**src/rtl/booth_seq_div_pkg.sv**
```systemverilog
// Shared definitions for the sequential signed divider: state encodings
// and the default operand width used by both booth_mul and booth_seq_div.
package booth_seq_div_pkg;

  localparam int N_DEF = 8;

  localparam logic [1:0] ST_IDLE = 2'd0;
  localparam logic [1:0] ST_RUN  = 2'd1;
  localparam logic [1:0] ST_FIX  = 2'd2;
  localparam logic [1:0] ST_DONE = 2'd3;

endpackage

```
**src/rtl/booth_seq_div_if.sv**
```systemverilog
// Start/done request bus of the divider. The requester drives the operands
// and start; the divider returns ready, the done pulse and the results.
interface booth_seq_div_if
  import booth_seq_div_pkg::*;
#(
  parameter int n = N_DEF
);

  localparam int len = 2 * n;

  logic           start;
  logic [len-1:0] dividend;
  logic [n-1:0]   divisor;
  logic           ready;
  logic           done;
  logic [n-1:0]   quotient;
  logic [n-1:0]   remainder;
  logic           ovf;
  logic           dz;

  modport master (
    output start, dividend, divisor,
    input  ready, done, quotient, remainder, ovf, dz
  );

  modport slave (
    input  start, dividend, divisor,
    output ready, done, quotient, remainder, ovf, dz
  );

endinterface

```
**src/rtl/booth_seq_div_step.sv**
```systemverilog
// One radix-2 non-restoring iteration: shifts the next dividend bit into the
// signed partial remainder and adds or subtracts the divisor magnitude
// depending on the sign of the incoming remainder.
module nr_div_step
  import booth_seq_div_pkg::*;
#(
  parameter int n = N_DEF
) (
  input  logic [n:0]   r_in,
  input  logic         shift_bit,
  input  logic [n-1:0] d_mag,
  output logic [n:0]   r_out,
  output logic         q_bit
);

  logic [n:0] r2;
  logic [n:0] dext;
  logic [n:0] sum;

  // The remainder stays within [-|D|, |D|), so n+1 bit wrap-around arithmetic is exact.
  always_comb begin
    r2    = {r_in[n-1:0], shift_bit};
    dext  = {1'b0, d_mag};
    sum   = r_in[n] ? (r2 + dext) : (r2 - dext);
    r_out = sum;
    q_bit = ~sum[n];
  end

endmodule

```
**src/rtl/booth_seq_div.sv**
```systemverilog
// Sequential signed divider: 2n-bit dividend by n-bit divisor, one quotient
// bit per clock using non-restoring iteration. Divide-by-zero and quotients
// that cannot fit are detected up front when possible so they finish early.
module booth_seq_div
  import booth_seq_div_pkg::*;
#(
  parameter int n = N_DEF
) (
  input logic            clk,
  input logic            rst,
  booth_seq_div_if.slave bus
);

  localparam int len = 2 * n;
  localparam int cw  = $clog2(n + 1);

  localparam logic [n-1:0] QMAX_POS = {1'b0, {(n-1){1'b1}}};
  localparam logic [n-1:0] QMAX_NEG = {1'b1, {(n-1){1'b0}}};

  logic [1:0]    state;
  logic [cw-1:0] cnt;
  logic [n:0]    rem_r;
  logic [n-1:0]  lo_r;
  logic [n-1:0]  dmag_r;
  logic          sign_q;
  logic          sign_r;

  logic [n-1:0]  quo_o;
  logic [n-1:0]  rem_o;
  logic          ovf_o;
  logic          dz_o;
  logic          ready;

  logic [len-1:0] a_abs;
  logic [n-1:0]   d_abs;
  logic [n:0]     r_step;
  logic           q_step;
  logic [n-1:0]   r_mag;
  logic [n-1:0]   q_fin;
  logic [n-1:0]   r_fin;
  logic           fix_ovf;

  assign ready         = (state == ST_IDLE) | (state == ST_DONE);
  assign bus.ready     = ready;
  assign bus.done      = (state == ST_DONE);
  assign bus.quotient  = quo_o;
  assign bus.remainder = rem_o;
  assign bus.ovf       = ovf_o;
  assign bus.dz        = dz_o;

  // Operand magnitudes; the most negative value maps onto its unsigned magnitude.
  always_comb begin
    a_abs = bus.dividend[len-1] ? (-bus.dividend) : bus.dividend;
    d_abs = bus.divisor[n-1] ? (-bus.divisor) : bus.divisor;
  end

  nr_div_step #(.n(n)) u_step (
    .r_in      (rem_r),
    .shift_bit (lo_r[n-1]),
    .d_mag     (dmag_r),
    .r_out     (r_step),
    .q_bit     (q_step)
  );

  // Final remainder correction, sign application and quotient range check.
  always_comb begin
    r_mag   = rem_r[n] ? (rem_r[n-1:0] + dmag_r) : rem_r[n-1:0];
    fix_ovf = sign_q ? (lo_r > QMAX_NEG) : (lo_r > QMAX_POS);
    q_fin   = sign_q ? (-lo_r) : lo_r;
    r_fin   = sign_r ? (-r_mag) : r_mag;
  end

  // Control FSM; lo_r holds the low dividend half and fills with quotient bits as it shifts.
  always_ff @(posedge clk) begin
    if (rst) begin
      state  <= ST_IDLE;
      cnt    <= '0;
      rem_r  <= '0;
      lo_r   <= '0;
      dmag_r <= '0;
      sign_q <= 1'b0;
      sign_r <= 1'b0;
      quo_o  <= '0;
      rem_o  <= '0;
      ovf_o  <= 1'b0;
      dz_o   <= 1'b0;
    end else begin
      case (state)
        ST_IDLE, ST_DONE: begin
          if (bus.start) begin
            sign_q <= bus.dividend[len-1] ^ bus.divisor[n-1];
            sign_r <= bus.dividend[len-1];
            dmag_r <= d_abs;
            rem_r  <= {1'b0, a_abs[len-1:n]};
            lo_r   <= a_abs[n-1:0];
            cnt    <= '0;
            if (bus.divisor == '0) begin
              state <= ST_DONE;
              dz_o  <= 1'b1;
              ovf_o <= 1'b0;
              quo_o <= '1;
              rem_o <= bus.dividend[n-1:0];
            end else if (a_abs[len-1:n] >= d_abs) begin
              state <= ST_DONE;
              dz_o  <= 1'b0;
              ovf_o <= 1'b1;
              quo_o <= '0;
              rem_o <= '0;
            end else begin
              state <= ST_RUN;
            end
          end else begin
            state <= ST_IDLE;
          end
        end
        ST_RUN: begin
          rem_r <= r_step;
          lo_r  <= {lo_r[n-2:0], q_step};
          cnt   <= cnt + cw'(1);
          if (cnt == cw'(n - 1)) begin
            state <= ST_FIX;
          end
        end
        ST_FIX: begin
          quo_o <= fix_ovf ? '0 : q_fin;
          rem_o <= fix_ovf ? '0 : r_fin;
          ovf_o <= fix_ovf;
          dz_o  <= 1'b0;
          state <= ST_DONE;
        end
        default: begin
          state <= ST_IDLE;
        end
      endcase
    end
  end

endmodule

```
**src/flat_wrapper.sv**
```systemverilog
// flat-port wrapper written by rule: the top's interface ports become plain ports
module booth_seq_div_flat import booth_seq_div_pkg::*;
#(
  parameter int n = N_DEF
)
  (clk, rst, bus_start, bus_dividend, bus_divisor, bus_ready, bus_done, bus_quotient, bus_remainder, bus_ovf, bus_dz);
  booth_seq_div_if #(.n(n)) bus_i ();
  input logic clk;
  input logic rst;
  input wire logic [$bits(bus_i.start)-1:0] bus_start;
  input wire logic [$bits(bus_i.dividend)-1:0] bus_dividend;
  input wire logic [$bits(bus_i.divisor)-1:0] bus_divisor;
  output wire logic [$bits(bus_i.ready)-1:0] bus_ready;
  output wire logic [$bits(bus_i.done)-1:0] bus_done;
  output wire logic [$bits(bus_i.quotient)-1:0] bus_quotient;
  output wire logic [$bits(bus_i.remainder)-1:0] bus_remainder;
  output wire logic [$bits(bus_i.ovf)-1:0] bus_ovf;
  output wire logic [$bits(bus_i.dz)-1:0] bus_dz;
  assign bus_i.start = bus_start;
  assign bus_i.dividend = bus_dividend;
  assign bus_i.divisor = bus_divisor;
  assign bus_ready = bus_i.ready;
  assign bus_done = bus_i.done;
  assign bus_quotient = bus_i.quotient;
  assign bus_remainder = bus_i.remainder;
  assign bus_ovf = bus_i.ovf;
  assign bus_dz = bus_i.dz;
  booth_seq_div #(.n(n)) u_core (.clk(clk), .rst(rst), .bus(bus_i));
endmodule
```
**config.mk**
```make
export PLATFORM = sky130hd
export DESIGN_NAME = booth_seq_div_flat
export DESIGN_NICKNAME = d
export VERILOG_FILES = /design/src/rtl/booth_seq_div_pkg.sv /design/src/rtl/booth_seq_div_if.sv /design/src/rtl/booth_seq_div_step.sv /design/src/rtl/booth_seq_div.sv /design/src/flat_wrapper.sv
export SDC_FILE = /design/constraint.sdc
export NUM_CORES = 1
export LEC_CHECK = 0
export ABC_CLOCK_PERIOD_IN_PS = 6930
export CORE_ASPECT_RATIO = 1.4
export CORE_UTILIZATION = 50
export DETAILED_ROUTE_END_ITERATION = 6
export HOLD_SLACK_MARGIN = 0.08
export PLACE_DENSITY = 0.73
export RECOVER_POWER = 100
export SLEW_MARGIN = 10
export SYNTH_ARGS = -nofsm -noshare
export SYNTH_HDL_FRONTEND = slang
export SYNTH_SLANG_ARGS = --single-unit
```
**constraint.sdc**
```tcl
create_clock -name clk -period 6.93 [get_ports clk]
set_input_delay 1.0395 -clock clk [delete_from_list [all_inputs] [get_ports clk]]
set_output_delay 1.0395 -clock clk [all_outputs]
set_load 0.1 [all_outputs]
```
==> metrics.txt <==
# TYPE chip_impl_metric gauge
chip_impl_metric{name="dieWidth",unit="µm"} 78.2
chip_impl_metric{name="1st_iter_drt_viols",unit=""} 204
chip_impl_info{name="hp-start",value="u_core.cnt[1]"} 1
chip_impl_metric{name="yosysTopAreaCellShare",unit="%"} 25.1
chip_impl_metric{name="share_seq_of_total_power",unit="%"} 23.2
chip_impl_metric{name="resized_cells_post_cts",unit=""} 0
chip_impl_metric{name="coreArea",unit="µm²"} 7800
chip_impl_metric{name="register_area",unit="µm²"} 1020
chip_impl_metric{name="drv_slew",unit=""} 0
chip_impl_metric{name="initial_utilization",unit="%"} 52.1
chip_impl_info{name="end_kind",value="register"} 1
chip_impl_metric{name="syn-mean-instance-area",unit="µm²"} 7.74
chip_impl_metric{name="top_level_ports",unit=""} 47
chip_impl_metric{name="number_of_maximum_capacitance_constraint_violations",unit=""} 0
chip_impl_metric{name="power_density_normalized_to_cell_area",unit="nW/µm²"} 476
chip_impl_metric{name="place_congestion",unit=""} 0.917
chip_impl_metric{name="cts_hold_buffers",unit=""} 0
chip_impl_info{name="clockRootBuffer",value="sky130_fd_sc_hd__clkbuf_8"} 1
chip_impl_metric{name="ir_worst_vdd",unit="V"} 0.000329
chip_impl_metric{name="worst-path-max-fanout",unit=""} 21
chip_impl_metric{name="rows",unit=""} 38
chip_impl_metric{name="diodes",unit=""} 0
chip_impl_info{name="timing.rr.start",value="u_core.rem_r[8]"} 1
chip_impl_info{name="hold_path_class",value="reg -> reg"} 1
chip_impl_metric{name="power_frac_comb",unit="%"} 67.6
chip_impl_metric{name="first_global_vias",unit=""} 3787
chip_impl_info{name="cp_slowest_cell",value="sky130_fd_sc_hd__dlygate4sd3_1"} 1
chip_impl_metric{name="tritoncts_buffer_count",unit=""} 5
chip_impl_metric{name="grt_first_pass_wirelength",unit="µm"} 18400
chip_impl_metric{name="grt-ovfl-total",unit=""} 0
chip_impl_metric{name="multi_input_comb_area",unit="µm²"} 2810
chip_impl_metric{name="maxClockFrequency",unit="GHz"} 0.183
chip_impl_metric{name="seq_area_frac_synth",unit="%"} 25.1
chip_impl_info{name="synth_area_leaders",value="sky130_fd_sc_hd__dfxtp_1 25%, sky130_fd_sc_hd__ha_1 9.8%, sky130_fd_sc_hd__a21oi_1 6.8%"} 1
chip_impl_info{name="min_delay_worst_endpoint",value="u_core.cnt[1]"} 1
chip_impl_metric{name="final_critical_path_setup_slack",unit="ns"} 1.46
chip_impl_metric{name="wl_per_cell",unit="µm"} 17.0
chip_impl_metric{name="clkTransAtPathRegs",unit="ns"} 0.09
chip_impl_metric{name="reg2reg_setup_slack",unit="ns"} 3.45
chip_impl_metric{name="syn2layout_area_growth",unit="%"} 13.8
chip_impl_metric{name="port_buffers",unit=""} 46
chip_impl_info{name="yosysMostFrequentCell",value="sky130_fd_sc_hd__nand2_1"} 1
chip_impl_metric{name="net_switching_power_figure",unit="W"} 0.00119
chip_impl_metric{name="routed-via-count",unit=""} 3925
chip_impl_metric{name="design_power_total",unit="W"} 0.00220
chip_impl_info{name="r2r_endpoint",value="u_core.rem_r[8]"} 1
chip_impl_metric{name="max_h_tree_level",unit=""} 2
chip_impl_info{name="synth_top_cell_by_area",value="sky130_fd_sc_hd__dfxtp_1"} 1
chip_impl_metric{name="final_core_utilization",unit="%"} 59.3
chip_impl_metric{name="required",unit="ns"} 7.12
chip_impl_metric{name="yosysWarnings",unit=""} 0
chip_impl_metric{name="die_h",unit="µm"} 109
chip_impl_metric{name="drt_pre_antenna_iters",unit=""} 5
chip_impl_metric{name="yosys_register_bits",unit=""} 51
chip_impl_metric{name="timing.clock.skew",unit="ns"} 0.00743
chip_impl_metric{name="cts_buffer_depth",unit=""} 2
chip_impl_info{name="worst_path_most_repeated_cell",value="sky130_fd_sc_hd__nor4_1"} 1
chip_impl_info{name="cells_along_the_critical_path",value="dlygate4sd3_1 > or4_1 > nor4_1 > nand3b_1 > nor4b_1 > ha_1 > nand3_1 > nor4_1 > o31a_1 > clkbuf_1 > o21ai_0 > o22ai_1 > nor2_1"} 1
chip_impl_metric{name="critPathBufInv",unit=""} 2
chip_impl_info{name="ys.flop_type",value="sky130_fd_sc_hd__dfxtp_1"} 1
chip_impl_metric{name="worst-r2r-cell-count",unit=""} 9
chip_impl_info{name="critical_path_launch_point_type",value="input pin"} 1
chip_impl_metric{name="drtAntennaViolNets",unit=""} 0
chip_impl_metric{name="remaining_drcs",unit=""} 0
chip_impl_metric{name="timing.final.setup_violations",unit=""} 0
chip_impl_metric{name="floorplan.die_area",unit="µm²"} 8500
chip_impl_metric{name="critical-path-max-stage-delay",unit="ns"} 0.65
chip_impl_metric{name="nets",unit=""} 614
chip_impl_info{name="outcome",value="finished clean"} 1
chip_impl_metric{name="worst_pin_slew",unit="ns"} 1.14
chip_impl_metric{name="post_cts.repair.setup_buffers",unit=""} 0
chip_impl_metric{name="synth_area",unit="µm²"} 4070
chip_impl_metric{name="synth-async-reset-ratio",unit="%"} 0
chip_impl_metric{name="power.static_leakage",unit="nW"} 1.79
chip_impl_metric{name="switching_share_of_power",unit="%"} 54.2
chip_impl_metric{name="filler_cells_inserted",unit=""} 781
chip_impl_info{name="timing.setup.critical_path_class",value="in -> reg"} 1
chip_impl_metric{name="worstSetupPathDepth",unit=""} 13
chip_impl_metric{name="grt_start_max_net_pins",unit=""} 43
chip_impl_metric{name="timing.final.hold_violations",unit=""} 0
chip_impl_metric{name="synth_edf_count",unit=""} 0
chip_impl_metric{name="minimum_clock_period_after_layout",unit="ns"} 5.47
chip_impl_info{name="synthTopCellsByCount",value="61 x sky130_fd_sc_hd__nand2_1, 55 x sky130_fd_sc_hd__a21oi_1, 51 x sky130_fd_sc_hd__dfxtp_1"} 1
chip_impl_metric{name="initial_antenna_violation_count",unit=""} 0
chip_impl_metric{name="grt_use_total",unit="%"} 27.6
chip_impl_metric{name="min_delay_path_depth",unit=""} 2
chip_impl_metric{name="synth.net_count",unit=""} 586
chip_impl_info{name="cts_tree",value="yes"} 1
chip_impl_metric{name="timing.slew.headroom",unit="%"} 24.1
chip_impl_metric{name="timing.setup.tns",unit="ns"} 0
chip_impl_metric{name="cts.sink_count",unit=""} 51
chip_impl_metric{name="route.detailed.vias_per_inst",unit=""} 6.01
chip_impl_info{name="rsz0062_at_grt",value="false"} 1
chip_impl_metric{name="dp.final_hpwl",unit="µm"} 8440
chip_impl_info{name="worst_path_dominant_cell_family",value="simple AND/OR/NAND/NOR gates"} 1
chip_impl_metric{name="worstSkewPairLatency",unit="ns"} 0.30
chip_impl_metric{name="p_int",unit="W"} 0.00101
chip_impl_metric{name="drive_above_1_share",unit="%"} 3.07
chip_impl_metric{name="post-route-period-util",unit="%"} 78.9
chip_impl_metric{name="detailedPlace.worstSlack",unit="ns"} 2.11
chip_impl_metric{name="timing.critical_path.arrival",unit="ns"} 5.65
chip_impl_metric{name="routed_wl",unit="µm"} 11100
chip_impl_metric{name="synthDistinctLibCells",unit=""} 66
chip_impl_metric{name="power.clock.fraction",unit="%"} 9.2
chip_impl_metric{name="syn-instance-count",unit=""} 525
state kept, by name, indices dropped and copies added (netlist names):
name	cells
u_core.bus.remainder	8
u_core.cnt	4
u_core.dmag_r	8
u_core.bus.ovf	1
u_core.rem_r	9
u_core.state	2
u_core.bus.quotient	8
u_core.bus.dz	1
u_core.lo_r	8
u_core.sign_r	1
u_core.sign_q	1
cell type report:
type / count / share of cell area, %
clock buffer: 6 / 1.57
clock inverter: 1 / 0.649
inverter: 22 / 1.78
multi-input combinational: 422 / 60.6
sequential: 51 / 22.1
tap: 100 / 2.70
timing repair buffer: 51 / 10.6
layer usage:
layer  up-vias  routed length, µm  GRT usage [%]
li1       1937                  -              -
met1      1849               4580           32.4
met2       110               5730           49.6
met3        29                395           3.43
met4         0                407           12.6
met5         -                  0              0
worst max path at each step:
stage,start,to,slack [ns]
2_1_floorplan,bus_dividend[7],u_core.bus.quotient[2],3.19
3_3_place_gp,bus_dividend[5],u_core.bus.quotient[1],2.25
3_5_place_dp,bus_dividend[5],u_core.bus.quotient[1],2.11
4_1_cts,bus_dividend[5],u_core.bus.quotient[1],2.44
5_1_grt,bus_dividend[5],u_core.bus.quotient[1],1.08
6_report,bus_dividend[5],u_core.bus.quotient[1],1.46
power groups by stage:
stage	logic [W]	registers, W	clock network (W)
3_3_place_gp	0.00147	0.000515	0
3_5_place_dp	0.00150	0.000517	0
2_1_floorplan	0.00104	0.000642	0
6_report	0.00149	0.000511	0.000202
5_1_grt	0.00165	0.000523	0.000218
4_1_cts	0.00151	0.000510	0.000207
stage by stage:
stage / area (µm²) / hold WS, ns / std cells
after global placement: 4560 / 0.461 / 646
after CTS: 4660 / 0.485 / 653
after floorplan: 4070 / 0.449 / 525
after detailed placement: 4560 / 0.472 / 646
after global routing: 4630 / 0.523 / 653
final: 4630 / 0.483 / 653
cells by family after synthesis:
family / after synthesis / share of synthesized area, %
AO/OA/AOI/OAI: 160 / 25.6
XOR/XNOR: 42 / 9.05
adder cells (fa/ha/maj): 34 / 10.8
buffers and inverters: 52 / 5.14
flip-flops: 51 / 25.1
multiplexers: 12 / 2.99
AND/OR/NAND/NOR: 174 / 21.3
placed cells by master, fill, tap and decap left out, types with 3 or more instances in the layout:
| cell type | n |
|---|---|
| sky130_fd_sc_hd__a2111oi_0 | 3 |
| sky130_fd_sc_hd__a211o_1 | 3 |
| sky130_fd_sc_hd__a211oi_1 | 15 |
| sky130_fd_sc_hd__a21o_1 | 4 |
| sky130_fd_sc_hd__a21oi_1 | 55 |
| sky130_fd_sc_hd__a22oi_1 | 5 |
| sky130_fd_sc_hd__a31oi_1 | 4 |
| sky130_fd_sc_hd__and2_1 | 3 |
| sky130_fd_sc_hd__buf_4 | 3 |
| sky130_fd_sc_hd__clkbuf_1 | 3 |
| sky130_fd_sc_hd__clkbuf_8 | 5 |
| sky130_fd_sc_hd__clkdlybuf4s50_1 | 23 |
| sky130_fd_sc_hd__dfxtp_1 | 51 |
| sky130_fd_sc_hd__dlygate4sd3_1 | 23 |
| sky130_fd_sc_hd__ha_1 | 32 |
| sky130_fd_sc_hd__inv_1 | 22 |
| sky130_fd_sc_hd__mux2i_1 | 11 |
| sky130_fd_sc_hd__nand2_1 | 61 |
| sky130_fd_sc_hd__nand2b_1 | 8 |
| sky130_fd_sc_hd__nand3_1 | 8 |
| sky130_fd_sc_hd__nor2_1 | 46 |
| sky130_fd_sc_hd__nor2b_1 | 4 |
| sky130_fd_sc_hd__nor3_1 | 14 |
| sky130_fd_sc_hd__nor4_1 | 5 |
| sky130_fd_sc_hd__nor4b_1 | 3 |
| sky130_fd_sc_hd__o211ai_1 | 6 |
| sky130_fd_sc_hd__o21ai_0 | 34 |
| sky130_fd_sc_hd__o31ai_1 | 9 |
| sky130_fd_sc_hd__or3_1 | 4 |
| sky130_fd_sc_hd__xnor2_1 | 24 |
| sky130_fd_sc_hd__xor2_1 | 18 |
worst register-to-register path: stages (launching register included):
cell and delay [ns]:
sky130_fd_sc_hd__dfxtp_1 1.00, sky130_fd_sc_hd__mux2_1 0.44, sky130_fd_sc_hd__fa_1 0.47, sky130_fd_sc_hd__a21o_1 0.18, sky130_fd_sc_hd__a21oi_1 0.23, sky130_fd_sc_hd__o21bai_1 0.12
sky130_fd_sc_hd__a2111oi_0 0.40, sky130_fd_sc_hd__a21oi_1 0.17, sky130_fd_sc_hd__xnor2_1 0.16, sky130_fd_sc_hd__a32o_1 0.21
No activity file was read; power rests on OpenSTA's default activity.
